[src/rtl/lvds_pkg.sv]
// Shared panel timing, image geometry and scan FSM encoding for the LVDS image path.
// The image RAM uses the IMG_* constants, so keep both sides in step when changing them.
package lvds_pkg;

    localparam int H_ACTIVE = 800;
    localparam int H_FP     = 40;
    localparam int H_SYNC   = 48;
    localparam int H_BP     = 40;
    localparam int V_ACTIVE = 480;
    localparam int V_FP     = 13;
    localparam int V_SYNC   = 3;
    localparam int V_BP     = 29;

    localparam int H_TOTAL      = H_ACTIVE + H_FP + H_SYNC + H_BP;
    localparam int V_TOTAL      = V_ACTIVE + V_FP + V_SYNC + V_BP;
    localparam int H_SYNC_START = H_ACTIVE + H_FP;
    localparam int H_SYNC_END   = H_SYNC_START + H_SYNC;
    localparam int V_SYNC_START = V_ACTIVE + V_FP;
    localparam int V_SYNC_END   = V_SYNC_START + V_SYNC;

    localparam int IMG_W     = 200;
    localparam int IMG_H     = 200;
    localparam int IMG_DEPTH = IMG_W * IMG_H;
    localparam int RAM_LAT   = 1;

    // Coordinate width covers any total up to 2047; address width covers a 64K-word RAM.
    localparam int CW = 11;
    localparam int AW = 16;

    localparam logic [1:0] EN_READ = 2'b01;
    localparam logic [1:0] EN_HOLD = 2'b00;

    typedef enum logic [1:0] {
        ST_IDLE     = 2'd0,
        ST_RUN      = 2'd1,
        ST_STOPPING = 2'd2
    } scan_state_t;

    function automatic logic [CW-1:0] clamp_coord(input logic [CW-1:0] c, input logic [CW-1:0] lim);
        return (c > lim) ? lim : c;
    endfunction

endpackage

[src/rtl/sig_delay.sv]
// Fixed-depth shift register used to line control signals up with registered RAM data.
module sig_delay #(
    parameter int WIDTH = 1,
    parameter int DEPTH = 1
) (
    input  logic             clkq,
    input  logic             rstn,
    input  logic [WIDTH-1:0] d,
    output logic [WIDTH-1:0] q
);

    logic [WIDTH-1:0] stage [DEPTH];

    always_ff @(posedge clkq or negedge rstn) begin
        if (!rstn) begin
            for (int i = 0; i < DEPTH; i++) stage[i] <= '0;
        end else begin
            stage[0] <= d;
            for (int i = 1; i < DEPTH; i++) stage[i] <= stage[i-1];
        end
    end

    assign q = stage[DEPTH-1];

endmodule

[src/rtl/img_scan_ctrl.sv]
// Panel timing generator that places the image window and sequences image RAM reads.
// state    | meaning
// IDLE     | counters parked at 0,0, nothing scanned
// RUN      | scanning, another frame follows this one
// STOPPING | scanning, return to IDLE after the last pixel
module img_scan_ctrl #(
    parameter int H_ACTIVE = lvds_pkg::H_ACTIVE,
    parameter int H_FP     = lvds_pkg::H_FP,
    parameter int H_SYNC   = lvds_pkg::H_SYNC,
    parameter int H_BP     = lvds_pkg::H_BP,
    parameter int V_ACTIVE = lvds_pkg::V_ACTIVE,
    parameter int V_FP     = lvds_pkg::V_FP,
    parameter int V_SYNC   = lvds_pkg::V_SYNC,
    parameter int V_BP     = lvds_pkg::V_BP,
    parameter int IMG_W    = lvds_pkg::IMG_W,
    parameter int IMG_H    = lvds_pkg::IMG_H,
    parameter int RAM_LAT  = lvds_pkg::RAM_LAT
) (
    input  logic        clkq,
    input  logic        rstn,
    input  logic        run,
    input  logic [9:0]  win_x,
    input  logic [9:0]  win_y,
    output logic [15:0] addrX,
    output logic [1:0]  en,
    output logic        de,
    output logic        hsync,
    output logic        vsync,
    output logic        pix_valid,
    output logic        frame_start
);
    import lvds_pkg::*;

    localparam logic [CW-1:0] H_LAST = CW'(H_ACTIVE + H_FP + H_SYNC + H_BP - 1);
    localparam logic [CW-1:0] V_LAST = CW'(V_ACTIVE + V_FP + V_SYNC + V_BP - 1);
    localparam logic [CW-1:0] H_ACT  = CW'(H_ACTIVE);
    localparam logic [CW-1:0] V_ACT  = CW'(V_ACTIVE);
    localparam logic [CW-1:0] HS_BEG = CW'(H_ACTIVE + H_FP);
    localparam logic [CW-1:0] HS_END = CW'(H_ACTIVE + H_FP + H_SYNC);
    localparam logic [CW-1:0] VS_BEG = CW'(V_ACTIVE + V_FP);
    localparam logic [CW-1:0] VS_END = CW'(V_ACTIVE + V_FP + V_SYNC);
    localparam logic [CW-1:0] X_MAX  = CW'(H_ACTIVE - IMG_W);
    localparam logic [CW-1:0] Y_MAX  = CW'(V_ACTIVE - IMG_H);
    localparam logic [CW-1:0] WIN_W  = CW'(IMG_W);
    localparam logic [CW-1:0] WIN_H  = CW'(IMG_H);

    scan_state_t   state;
    logic [CW-1:0] h_cnt;
    logic [CW-1:0] v_cnt;
    logic [CW-1:0] sx;
    logic [CW-1:0] sy;
    logic [AW-1:0] addr_cnt;
    logic          scanning;
    logic          last_pix;
    logic          de0;
    logic          hs0;
    logic          vs0;
    logic          in_win0;
    logic [3:0]    aligned;

    assign scanning = (state != ST_IDLE);
    assign last_pix = (h_cnt == H_LAST) && (v_cnt == V_LAST);
    assign de0      = scanning && (h_cnt < H_ACT) && (v_cnt < V_ACT);
    assign hs0      = scanning && (h_cnt >= HS_BEG) && (h_cnt < HS_END);
    assign vs0      = scanning && (v_cnt >= VS_BEG) && (v_cnt < VS_END);
    assign in_win0  = scanning && (h_cnt >= sx) && (h_cnt < sx + WIN_W)
                               && (v_cnt >= sy) && (v_cnt < sy + WIN_H);

    always_ff @(posedge clkq or negedge rstn) begin
        if (!rstn) begin
            state       <= ST_IDLE;
            h_cnt       <= '0;
            v_cnt       <= '0;
            sx          <= '0;
            sy          <= '0;
            addr_cnt    <= '0;
            frame_start <= 1'b0;
        end else begin
            frame_start <= 1'b0;
            case (state)
                ST_IDLE: begin
                    if (run) begin
                        state       <= ST_RUN;
                        frame_start <= 1'b1;
                        sx          <= clamp_coord(CW'(win_x), X_MAX);
                        sy          <= clamp_coord(CW'(win_y), Y_MAX);
                    end
                end
                default: begin
                    if (last_pix) begin
                        // Window is only re-sampled here so it never moves mid-frame.
                        h_cnt    <= '0;
                        v_cnt    <= '0;
                        addr_cnt <= '0;
                        sx       <= clamp_coord(CW'(win_x), X_MAX);
                        sy       <= clamp_coord(CW'(win_y), Y_MAX);
                        if (run) begin
                            state       <= ST_RUN;
                            frame_start <= 1'b1;
                        end else begin
                            state <= ST_IDLE;
                        end
                    end else begin
                        state <= run ? ST_RUN : ST_STOPPING;
                        if (h_cnt == H_LAST) begin
                            h_cnt <= '0;
                            v_cnt <= v_cnt + 1'b1;
                        end else begin
                            h_cnt <= h_cnt + 1'b1;
                        end
                        if (in_win0) addr_cnt <= addr_cnt + 1'b1;
                    end
                end
            endcase
        end
    end

    always_ff @(posedge clkq or negedge rstn) begin
        if (!rstn) begin
            addrX <= '0;
            en    <= EN_HOLD;
        end else begin
            addrX <= addr_cnt;
            en    <= in_win0 ? EN_READ : EN_HOLD;
        end
    end

    sig_delay #(
        .WIDTH (4),
        .DEPTH (1 + RAM_LAT)
    ) u_align (
        .clkq (clkq),
        .rstn (rstn),
        .d    ({de0, hs0, vs0, in_win0}),
        .q    (aligned)
    );

    assign {de, hsync, vsync, pix_valid} = aligned;

endmodule

[config.mk]
export PLATFORM = sky130hd
export DESIGN_NAME = img_scan_ctrl
export DESIGN_NICKNAME = d
export VERILOG_FILES = /design/src/rtl/lvds_pkg.sv /design/src/rtl/sig_delay.sv /design/src/rtl/img_scan_ctrl.sv
export SDC_FILE = /design/constraint.sdc
export NUM_CORES = 1
export LEC_CHECK = 0
export BUFFER_PORTS_ARGS = -buffer_cell sky130_fd_sc_hd__clkbuf_2
export CELL_PAD_IN_SITES_DETAIL_PLACEMENT = 0
export CELL_PAD_IN_SITES_GLOBAL_PLACEMENT = 2
export CORE_MARGIN = 4
export CORE_UTILIZATION = 38
export CTS_CLUSTER_DIAMETER = 60
export DETAILED_ROUTE_END_ITERATION = 7
export GPL_TIMING_DRIVEN = 0
export PLACE_DENSITY_LB_ADDON = 0.1
export SLEW_MARGIN = 20
export SYNTH_ARGS = -nofsm -noshare
export SYNTH_HDL_FRONTEND = slang
export SYNTH_SLANG_ARGS = --single-unit
[constraint.sdc]
create_clock -name clkq -period 3.61 [get_ports clkq]
set_input_delay 0.361 -clock clkq [delete_from_list [all_inputs] [get_ports clkq]]
set_output_delay 0.361 -clock clkq [all_outputs]
set_load 0.005 [all_outputs]
==> impl_metrics.yaml <==
outcome:
  outcome: "finished, final reports clean"
pwr:
  power_mw: 2.44
  powerDensity_nw_per_um2: 445
  vdd_drop_max_mv: 0.239
  leakagePower_nw: 2.73
synth:
  ys_seq_area_share_pct: 44.7
  synth_top_area_share_pct: 44.7
  synthTopCellsByCount: "dfrtp_1, nand2_1, ha_1"
  synth_edf_count: 0
  synth_area_leaders: "dfrtp_1, ha_1, nand2_1"
  syn_area_sq_um: 4750
  synth_nets: 546
  netlist_instances: 479
  synth_most_common_cell: "dfrtp_1"
  ys_types: 63
  synthFlopType: "dfrtp_1"
  async_flop_share_pct: 100
  ys_seq_elements: 85
  syn_area_per_cell_sq_um: 9.92
  ys_warn_count: 0
  yosys.area.top_type: "dfrtp_1"
timing:
  fin_crit_sh_pct: 87.3
  worst_pin_slew_ns: 0.709
  tns_ns: 0
  rsz0062_at_grt: "no"
  min_period_ns: 3.15
  final-hold-violation-count: 0
  setup_viol: 0
  drv_slew: 0
  worst_clock_skew_ns: 0.00787
  fmax_mhz: 317
  slew_headroom_pct: 52.6
route:
  route.detailed.drc: 0
  vias: 3593
  routed_via_density: 5.08
  drt_iter0_drc: 187
  avgRoutedWirePerCell_um: 14.7
  ant_nets: 0
  first_pass_iters: 4
  wirelength_um: 10400
setup_path:
  critPathArrivalTime_ns: 3.43
  timing.rr.start: "sx[3]"
  cp_max_fo: 10
  worstSetupEndpoint: "addr_cnt[4]"
  r2r_end: "addr_cnt[4]"
  critPathLaunch: "sx[3]"
  cp-end-kind: "flop"
  reg2reg_slack_ns: 0.46
  path_class: "reg -> reg"
  worstPathRequired_ns: 3.89
  rr_worst_depth: 12
  start_kind: "flop"
clock_network:
  cts_buffers: 9
  cts_sinks: 85
  cts_max_level: 3
  worst_skew_pair.late_latency_ns: 0.35
  cts_tree: "yes"
  cts.clk_slew.worst_paths_ns: 0.06
  cts_setup_buffers: 0
  ctsHoldBuffers: 0
  root_buffer: "clkbuf_16"
  clk_path_buf_depth: 2
  ctsResizeCount: 0
global_route:
  antenna_found_initial: 0
  grt_use_total_pct: 15.6
  grt_max_degree: 86
  grt_first_pass_wirelength_um: 17700
  grt_pass1_vias: 3513
  grt-ovfl-total: 0
finish:
  multi_input_area_sq_um: 2430
  fillers: 1219
  nNetsFinal: 601
  antenna_cells: 0
  final_core_util_pct: 45.2
  areaGrowthSynthToFinish_pct: 15.2
  drive_gt1_share_pct: 15.2
  seq_area_sq_um: 2130
floorplanning:
  num_rows: 40
  ios: 46
  fp.dieH_um: 120
  die_x_um: 120
  die_area_sq_um: 14400
  initial_utilization_pct: 39.2
  core_sq_um: 12100
placement:
  hpwl_um: 7990
  io_buffer_count: 44
  place.gp.congestion: 0.739
run:
  maxCapViolCount: 0
worst_hold_path:
  worstHoldPathType: "in -> async"
## placed cells by master, fill, tap and decap left out, types with 3 or more instances in the layout
cell type / count
clkbuf_16: 9
nand2_1: 48
clkbuf_2: 43
o21ai_0: 30
o21ai_1: 4
xor2_1: 6
a211o_1: 7
nand3b_1: 3
nor3b_1: 9
and3b_1: 3
xnor2_1: 18
nand3_1: 28
nand4_1: 7
and3_1: 17
nor3_1: 9
a21oi_1: 27
a22o_1: 5
buf_2: 4
or3_1: 5
dfrtp_1: 85
clkbuf_1: 6
ha_1: 44
inv_1: 29
a21o_1: 3
a221o_1: 5
buf_6: 3
nor2_1: 28
## cell type report
cell class	instances	share of cell area (%)
buffer	15	1.67
clock buffer	9	4.11
clock inverter	7	1.10
inverter	29	1.99
multi-input combinational	350	44.3
sequential	85	38.8
tap	168	3.84
timing repair buffer	44	4.18
## where the power goes
group	leakage (nW)	internal (mW)	switching, mW
logic	1.47	0.195	0.269
registers	1.13	1.01	0.0821
clock network	0.135	0.476	0.402
## layer usage
layer	track usage, %	part of all wire, %	vias to the layer above
met1	20.2	47	1688
li1	-	-	1830
met4	4.22	1.3	0
met5	0	0	-
met3	4.34	3.8	10
met2	25.7	47	65
## critical path: stages (launching register included)
cell	delay (ns)
dfrtp_1	0.41
ha_1	0.23
a21oi_1	0.23
a21oi_1	0.12
xnor2_1	0.14
ha_1	0.18
a2111oi_0	0.39
nand3_1	0.13
a21oi_1	0.18
nor4bb_4	0.53
buf_6	0.22
nor3b_1	0.20
a211o_1	0.13
## registers in the layout, indices dropped and copies added (netlist names)
signal	flops
u_align.stage	4
addr_cnt	16
state	2
u_align.q	4
frame_start	1
sx	10
h_cnt	11
addrX	16
sy	10
v_cnt	11
## stage by stage
stage | setup WS, ns | hold WS [ns] | cells | area (sq um)
finish | 0.457 | 0.0592 | 707 | 5480
global route | 0.183 | 0.111 | 707 | 5480
CTS | 0.390 | 0.0797 | 707 | 5480
detailed placement | 0.405 | 0.342 | 691 | 5190
global placement | 0.462 | 0.335 | 691 | 5180
floorplan | 0.839 | 0.0654 | 479 | 4750
## worst min path at each step
stage | end | start
floorplan | addrX[0] | rstn
global route | addrX[7] | rstn
CTS | addr_cnt[7] | rstn
finish | addrX[7] | rstn
detailed placement | u_align.q[2] | u_align.stage[6]
global placement | u_align.q[1] | u_align.stage[5]
## logic make-up (layout without fill, tap and decap cells)
family / Yosys count / in the layout / share of synthesized area [%]
fa+ha+maj: 44 / 44 / 11.6
other cells: 1 / 1 / 0.0789
flops: 85 / 85 / 44.7
xor+xnor: 24 / 24 / 4.42
mux: 1 / 1 / 0.237
simple gates: 179 / 179 / 20.8
buf+inv: 44 / 104 / 4.21
compound gates: 101 / 101 / 13.9
Note: power is estimated with default switching activity, not from simulation.
